==> src/rtl/muldiv_ctrl_if.sv <==
// Issue/result bus between the single-cycle datapath and the HI/LO multiply/divide sequencer.
//
// Handshake: start is a request that the datapath keeps asserting, with op/a/b stable,
// until it is taken. The sequencer takes it on any rising edge where busy is low; a
// request seen while busy is refused, and stall (= busy & (start | rd_req)) freezes the
// datapath so the same request appears again next cycle. op/a/b are sampled only on the
// accepting edge. rd_req never changes sequencer state. It only raises stall while busy,
// so a read of hi/lo goes ahead only once they hold the final value.
interface muldiv_ctrl_if #(
  parameter int WIDTH = 32
);
  logic             start;
  logic [2:0]       op;
  logic [WIDTH-1:0] a;
  logic [WIDTH-1:0] b;
  logic             rd_req;
  logic             busy;
  logic             stall;
  logic             done;
  logic             dz;
  logic [WIDTH-1:0] hi;
  logic [WIDTH-1:0] lo;

  modport master (
    output start, op, a, b, rd_req,
    input  busy, stall, done, dz, hi, lo
  );

  modport slave (
    input  start, op, a, b, rd_req,
    output busy, stall, done, dz, hi, lo
  );
endinterface

==> src/rtl/muldiv_ctrl.sv <==
// Iterative MULT/MULTU/DIV/DIVU sequencer that owns the HI/LO pair.
// It uses shift-add multiply (LSB-first) and restoring divide (MSB-first), one step per
// cycle. Both work on magnitudes, and a single FIX cycle applies the sign correction.
module muldiv_ctrl #(
  parameter int WIDTH = 32
) (
  input  logic          clk,
  input  logic          reset,
  muldiv_ctrl_if.slave  bus,
  output logic [1:0]    state_dbg
);

  localparam int CW = (WIDTH > 1) ? $clog2(WIDTH) : 1;

  typedef enum logic [1:0] {
    IDLE = 2'd0,
    RUN  = 2'd1,
    FIX  = 2'd2
  } state_t;

  state_t             state;
  logic [CW-1:0]      cnt;
  logic [2*WIDTH-1:0] acc;       // mul: {partial sum, multiplier}; div: low half = dividend/quotient
  logic [WIDTH-1:0]   rem;       // partial remainder, always below the divisor
  logic [WIDTH-1:0]   oper;      // multiplicand magnitude or divisor magnitude
  logic [WIDTH-1:0]   orig_a;    // untouched dividend, returned in HI on divide-by-zero
  logic               is_div;
  logic               sign_a;
  logic               sign_b;
  logic               div_zero;
  logic [WIDTH-1:0]   hi_q;
  logic [WIDTH-1:0]   lo_q;
  logic               done_q;
  logic               dz_q;

  // Operand decode at issue time
  logic             md_op;
  logic             sgn_op;
  logic [WIDTH-1:0] abs_a;
  logic [WIDTH-1:0] abs_b;

  assign md_op  = (bus.op[2] == 1'b0);
  assign sgn_op = ~bus.op[0];
  assign abs_a  = (sgn_op && bus.a[WIDTH-1]) ? -bus.a : bus.a;
  assign abs_b  = (sgn_op && bus.b[WIDTH-1]) ? -bus.b : bus.b;

  // One iteration step: shift-add for multiply, trial subtract for divide
  logic [WIDTH:0]   mul_sum;
  logic [WIDTH:0]   rem_sh;
  logic             div_ge;
  logic [WIDTH-1:0] div_sub;

  assign mul_sum = {1'b0, acc[2*WIDTH-1:WIDTH]} + (acc[0] ? {1'b0, oper} : {(WIDTH+1){1'b0}});
  assign rem_sh  = {rem, acc[WIDTH-1]};
  assign div_ge  = (rem_sh >= {1'b0, oper});
  // When div_ge holds, the true difference is below the divisor, so WIDTH bits suffice
  assign div_sub = rem_sh[WIDTH-1:0] - oper;

  // Sign fixup applied in FIX
  logic               neg;
  logic [2*WIDTH-1:0] prod_f;
  logic [WIDTH-1:0]   quot_f;
  logic [WIDTH-1:0]   rem_f;
  logic [WIDTH-1:0]   fix_hi;
  logic [WIDTH-1:0]   fix_lo;

  assign neg    = sign_a ^ sign_b;
  assign prod_f = neg ? -acc : acc;
  assign quot_f = neg ? -acc[WIDTH-1:0] : acc[WIDTH-1:0];
  assign rem_f  = sign_a ? -rem : rem;
  assign fix_hi = !is_div ? prod_f[2*WIDTH-1:WIDTH] : (div_zero ? orig_a : rem_f);
  assign fix_lo = !is_div ? prod_f[WIDTH-1:0] : (div_zero ? {WIDTH{1'b1}} : quot_f);

  // Sequencer FSM together with the HI/LO and done/dz registers
  always_ff @(posedge clk or posedge reset) begin
    if (reset) begin
      state    <= IDLE;
      cnt      <= '0;
      acc      <= '0;
      rem      <= '0;
      oper     <= '0;
      orig_a   <= '0;
      is_div   <= 1'b0;
      sign_a   <= 1'b0;
      sign_b   <= 1'b0;
      div_zero <= 1'b0;
      hi_q     <= '0;
      lo_q     <= '0;
      done_q   <= 1'b0;
      dz_q     <= 1'b0;
    end else begin
      done_q <= 1'b0;
      case (state)
        IDLE: begin
          if (bus.start) begin
            if (md_op) begin
              is_div   <= bus.op[1];
              sign_a   <= sgn_op & bus.a[WIDTH-1];
              sign_b   <= sgn_op & bus.b[WIDTH-1];
              div_zero <= bus.op[1] && (bus.b == '0);
              orig_a   <= bus.a;
              cnt      <= '0;
              rem      <= '0;
              if (bus.op[1]) begin
                oper <= abs_b;
                acc  <= {{WIDTH{1'b0}}, abs_a};
              end else begin
                oper <= abs_a;
                acc  <= {{WIDTH{1'b0}}, abs_b};
              end
              state <= RUN;
            end else if (bus.op == 3'b100) begin
              hi_q <= bus.a;
            end else if (bus.op == 3'b101) begin
              lo_q <= bus.a;
            end
          end
        end
        RUN: begin
          cnt <= cnt + CW'(1);
          if (is_div) begin
            if (div_ge) begin
              rem            <= div_sub;
              acc[WIDTH-1:0] <= {acc[WIDTH-2:0], 1'b1};
            end else begin
              rem            <= rem_sh[WIDTH-1:0];
              acc[WIDTH-1:0] <= {acc[WIDTH-2:0], 1'b0};
            end
          end else begin
            acc <= {mul_sum, acc[WIDTH-1:1]};
          end
          if (cnt == CW'(WIDTH-1)) state <= FIX;
        end
        FIX: begin
          hi_q   <= fix_hi;
          lo_q   <= fix_lo;
          dz_q   <= is_div & div_zero;
          done_q <= 1'b1;
          state  <= IDLE;
        end
        default: state <= IDLE;
      endcase
    end
  end

  logic busy;
  assign busy      = (state != IDLE);
  assign bus.busy  = busy;
  assign bus.stall = busy & (bus.start | bus.rd_req);
  assign bus.done  = done_q;
  assign bus.dz    = dz_q;
  assign bus.hi    = hi_q;
  assign bus.lo    = lo_q;
  assign state_dbg = state;

endmodule

==> src/flat_wrapper.sv <==
// flat-port wrapper written by rule: the top's interface ports become plain ports
module muldiv_ctrl_flat 
#(
  parameter int WIDTH = 32
)
  (clk, reset, state_dbg, bus_start, bus_op, bus_a, bus_b, bus_rd_req, bus_busy, bus_stall, bus_done, bus_dz, bus_hi, bus_lo);
  muldiv_ctrl_if #(.WIDTH(WIDTH)) bus_i ();
  input  logic clk;
  input  logic reset;
  output logic [1:0] state_dbg;
  input wire logic [$bits(bus_i.start)-1:0] bus_start;
  input wire logic [$bits(bus_i.op)-1:0] bus_op;
  input wire logic [$bits(bus_i.a)-1:0] bus_a;
  input wire logic [$bits(bus_i.b)-1:0] bus_b;
  input wire logic [$bits(bus_i.rd_req)-1:0] bus_rd_req;
  output wire logic [$bits(bus_i.busy)-1:0] bus_busy;
  output wire logic [$bits(bus_i.stall)-1:0] bus_stall;
  output wire logic [$bits(bus_i.done)-1:0] bus_done;
  output wire logic [$bits(bus_i.dz)-1:0] bus_dz;
  output wire logic [$bits(bus_i.hi)-1:0] bus_hi;
  output wire logic [$bits(bus_i.lo)-1:0] bus_lo;
  assign bus_i.start = bus_start;
  assign bus_i.op = bus_op;
  assign bus_i.a = bus_a;
  assign bus_i.b = bus_b;
  assign bus_i.rd_req = bus_rd_req;
  assign bus_busy = bus_i.busy;
  assign bus_stall = bus_i.stall;
  assign bus_done = bus_i.done;
  assign bus_dz = bus_i.dz;
  assign bus_hi = bus_i.hi;
  assign bus_lo = bus_i.lo;
  muldiv_ctrl #(.WIDTH(WIDTH)) u_core (.clk(clk), .reset(reset), .bus(bus_i), .state_dbg(state_dbg));
endmodule
==> config.mk <==
export PLATFORM = sky130hd
export DESIGN_NAME = muldiv_ctrl_flat
export DESIGN_NICKNAME = d
export VERILOG_FILES = /design/src/rtl/muldiv_ctrl_if.sv /design/src/rtl/muldiv_ctrl.sv /design/src/flat_wrapper.sv
export SDC_FILE = /design/constraint.sdc
export NUM_CORES = 1
export LEC_CHECK = 0
export ABC_AREA = 1
export CELL_PAD_IN_SITES_DETAIL_PLACEMENT = 2
export CELL_PAD_IN_SITES_GLOBAL_PLACEMENT = 2
export CORE_ASPECT_RATIO = 0.8
export CORE_MARGIN = 8
export CORE_UTILIZATION = 30
export CTS_CLUSTER_DIAMETER = 60
export DETAILED_ROUTE_END_ITERATION = 12
export GPL_TIMING_DRIVEN = 0
export HOLD_SLACK_MARGIN = 0.05
export PLACE_DENSITY = 0.86
export SLEW_MARGIN = 40
export SYNTH_ARGS = -nofsm -noshare
export SYNTH_HDL_FRONTEND = slang
export SYNTH_SLANG_ARGS = --single-unit
==> constraint.sdc <==
create_clock -name clk -period 7.8 [get_ports clk]
set_input_delay 1.56 -clock clk [delete_from_list [all_inputs] [get_ports clk]]
set_output_delay 1.56 -clock clk [all_outputs]
set_load 0.05 [all_outputs]
==> impl_metrics.csv <==
group,metric,value,unit
synthesis,yosys-top-cells-area,"dfrtp_1, nand2_1, nor2_1",
grt,grt_use_met3,9.34,%
synthesis,synth_top_area_share,28.4,%
worst_setup_path,crit_family,"buffers and inverters",
pwr,swShare,60.4,%
min_path,hold_path_class,"reg2reg",
worst_setup_path,slowest_delay,810,ps
floorplan,initial_utilization,30.3,%
worst_setup_path,startpoint_type,"input port",
pwr,combPwrFrac,68.2,%
detailed_routing,drt_iter0_drc,2676,
floorplan,die_x,311,µm
synthesis,ys_ff_latch,237,
clock_network,ctsHoldBuffers,0,
placement,place_area,23700,µm²
sta,fmax,214,MHz
detailed_routing,via_count,26200,
floorplan,fp.dieH,252,µm
worst_setup_path,rr_endpoint,"u_core.acc[61]",
grt,first_global_vias,27200,
pwr,p_sw,8.13,mW
sta,rsz0062_at_grt,"no",
worst_setup_path,critPathLaunch,"bus_start",
clock_network,cts.path.max_buffers,3,
worst_setup_path,crit_cells,4,
synthesis,synth_area,20900,µm²
worst_setup_path,reg2reg_depth,19,
pwr,leakage,11.8,nW
finish,drive_gt1_share,6.57,%
synthesis,synth_nets,3513,
grt,grt.busiest_layer,"met2",
clock_network,cts_resized,0,
worst_setup_path,worstSetupPathType,"in2out",
pwr,clkPwrFrac,11.1,%
worst_setup_path,required,6240,ps
floorplan,core_region_area,69000,µm²
clock_network,cts_root_buf,"clkbuf_16",
sta,post-route-min-period,4670,ps
clock_network,clk-insertion-delay-late,620,ps
clock_network,cts_tree,"yes",
sta,setup_violations,0,
pwr,p_per_area,544,nW/µm²
grt,grt.total_usage,31.4,%
min_path,hp-start,"u_core.orig_a[7]",
worst_setup_path,crit_fanout,4,
sta,slew_violations,0,
detailed_routing,route.detailed.drc,0,
pwr,peakVddDrop,0.000220,V
worst_setup_path,crit_chain,"clkdlybuf4s50_1 > nor2_1 > nor2_1 > clkdlybuf4s50_1",
synthesis,synth_edf_count,0,
sta,worst_pin_slew,916,ps
worst_setup_path,cp.arrival,3110,ps
worst_setup_path,path_buf_inv,2,
floorplan,std_cell_rows,86,
clock_network,cts_inserted_buffers,31,
clock_network,postCtsSetupBuffers,0,
detailed_routing,detail_route.wl_per_cell,28.5,µm
clock_network,cts.clk_slew.worst_paths,60,ps
sta,clock_skew,39.2,ps
synthesis,async_flop_share,100,%
floorplan,die-area,78500,µm²
grt,grt_max_degree,25,
worst_setup_path,reg2reg_from,"u_core.acc[0]",
worst_setup_path,crit_end,"bus_stall",
outcome,status,"completed",
worst_setup_path,crit_path_end_kind,"primary output",
detailed_routing,firstDrtPassIters,6,
sta,relSlewSlack,38.3,%
sta,finalWorstSetupSlack,3130,ps
floorplan,top_level_ports,141,
synthesis,postSynthCellCount,3370,
detailed_routing,wl,128000,µm
finish,stdcell_area,24800,µm²
grt,grt_remaining_overflow,0,
placement,post-dp-hpwl,106000,µm
sta,finalHoldViolCount,0,
pwr,pwr-share-seq,20.6,%
pwr,intPower,5.33,mW
grt,grt_pass1_wl,186000,µm
sta,fin_crit_sh,59.9,%
synthesis,synth_area_leader_cell,"dfrtp_1",
grt,use_met2,46.7,%
placement,place_ws,3120,ps
clock_network,htree_levels,1,
grt,use_met1,43.4,%
finish,layout.cells.non_filler,4503,
detailed_routing,via_per_inst,5.83,
placement,gp_congestion,1.03,
grt,antenna_found_initial,4,
finish,final_nets,3697,
clock_network,cts.sinks,237,
synthesis,synth.distinct_cells,61,
synthesis,yosysSeqAreaShare,28.4,%
placement,io_buffer_count,140,
pwr,total_power,13.5,mW
synthesis,syn_avg_cell_area,6.21,µm²
run,max-cap-violations,0,
synthesis,synthFlopType,"dfrtp_1",
placement,placedCellCount,4445,
synthesis,ys_warn_count,0,
detailed_routing,detail-route-antenna-nets,0,
finish,syn_to_final_growth,18.4,%
sta,final.setup.tns,0,ps
worst_setup_path,worst_path_max_delay_cell,"clkdlybuf4s50_1",
worst_setup_path,ff2ff_setup_slack,4180,ps
per-layer routing:
layer	up-vias	part of all wire, %
li1	11400	-
met1	13400	44
met2	1238	42
met3	244	11
met4	6	3.5
met5	-	0.021
tightest hold or removal path, stage by stage (launching register included):
cell and delay (ps):
dfrtp_1 350, nand2_1 50, o21ai_0 60
cells in the final DEF, fill, tap and decap left out, drive strengths merged, types with 12 or more instances in the layout:
cell,instances
o21bai,12
a22oi,19
buf,88
nor2,519
a21o,12
xnor2,14
a31oi,12
o221ai,13
o211ai,21
nor3,26
nand3b,16
nand2,915
clkbuf,81
xor2,44
inv,410
a21oi,231
clkdlybuf4s50,140
dfrtp,237
nand3,322
ha,70
nand4,52
o21ai,252
cells by family (layout without fill, tap and decap cells):
group	count (synthesis)	count (layout)	share of synthesized area [%]
AND/OR/NAND/NOR	1866	1866	38.0
other	0	4	0
adder cells (fa/ha/maj)	72	72	4.38
buffers and inverters	525	730	10.1
flip-flops	237	237	28.4
XOR/XNOR	58	58	2.43
AO/OA/AOI/OAI	612	612	16.6
state kept, by name (all words and copies together) (netlist names):
signal,count
u_core.cnt,5
u_core.sign_b,1
u_core.bus.dz,1
u_core.rem,32
u_core.is_div,1
u_core.orig_a,32
u_core.acc,64
u_core.sign_a,1
u_core.oper,32
u_core.state_dbg,2
u_core.bus.hi,32
u_core.bus.lo,32
u_core.div_zero,1
u_core.bus.done,1
Yosys cell counts, drive strengths merged (12+ instances only):
cell type	instances
o21bai	12
ha	70
a22oi	19
nand3b	16
xnor2	14
nand2	915
nand4	52
a21oi	231
inv	405
o211ai	21
clkbuf	41
nor3	26
a31oi	12
o21ai	252
xor2	44
o221ai	13
dfrtp	237
a21o	12
nand3	322
nor2	519
buf	77
stage by stage:
step	utilization, %	hold slack (ps)
finish	35.9	488
global route	35.9	514
CTS	35.9	489
detailed placement	34.4	474
global placement	34.0	465
floorplan	-	445
worst min-delay path by stage:
stage / end / cells past startpoint
final: u_core.orig_a[7] / 2
after CTS: u_core.orig_a[14] / 2
after floorplan: u_core.cnt[2] / 1
after global routing: u_core.orig_a[14] / 2
after detailed placement: u_core.orig_a[14] / 2
after global placement: u_core.orig_a[2] / 2
cell type report:
class,count,area (µm²)
antenna,4,10.0
buffer,118,596
clock buffer,40,860
clock inverter,14,153
fill,8508,44200
inverter,407,1530
multi-input combinational,2608,12900
sequential,237,5930
tap,924,1160
timing repair buffer,151,1650
power groups by stage:
stage	Clock, mW	Sequential [mW]	Combinational [mW]
CTS	1.50	2.69	8.96
finish	1.50	2.78	9.18
global placement	0	2.68	8.51
floorplan	0	2.79	5.13
detailed placement	0	2.71	8.85
global route	1.54	2.77	9.81
(Power assumes the default switching activity.)
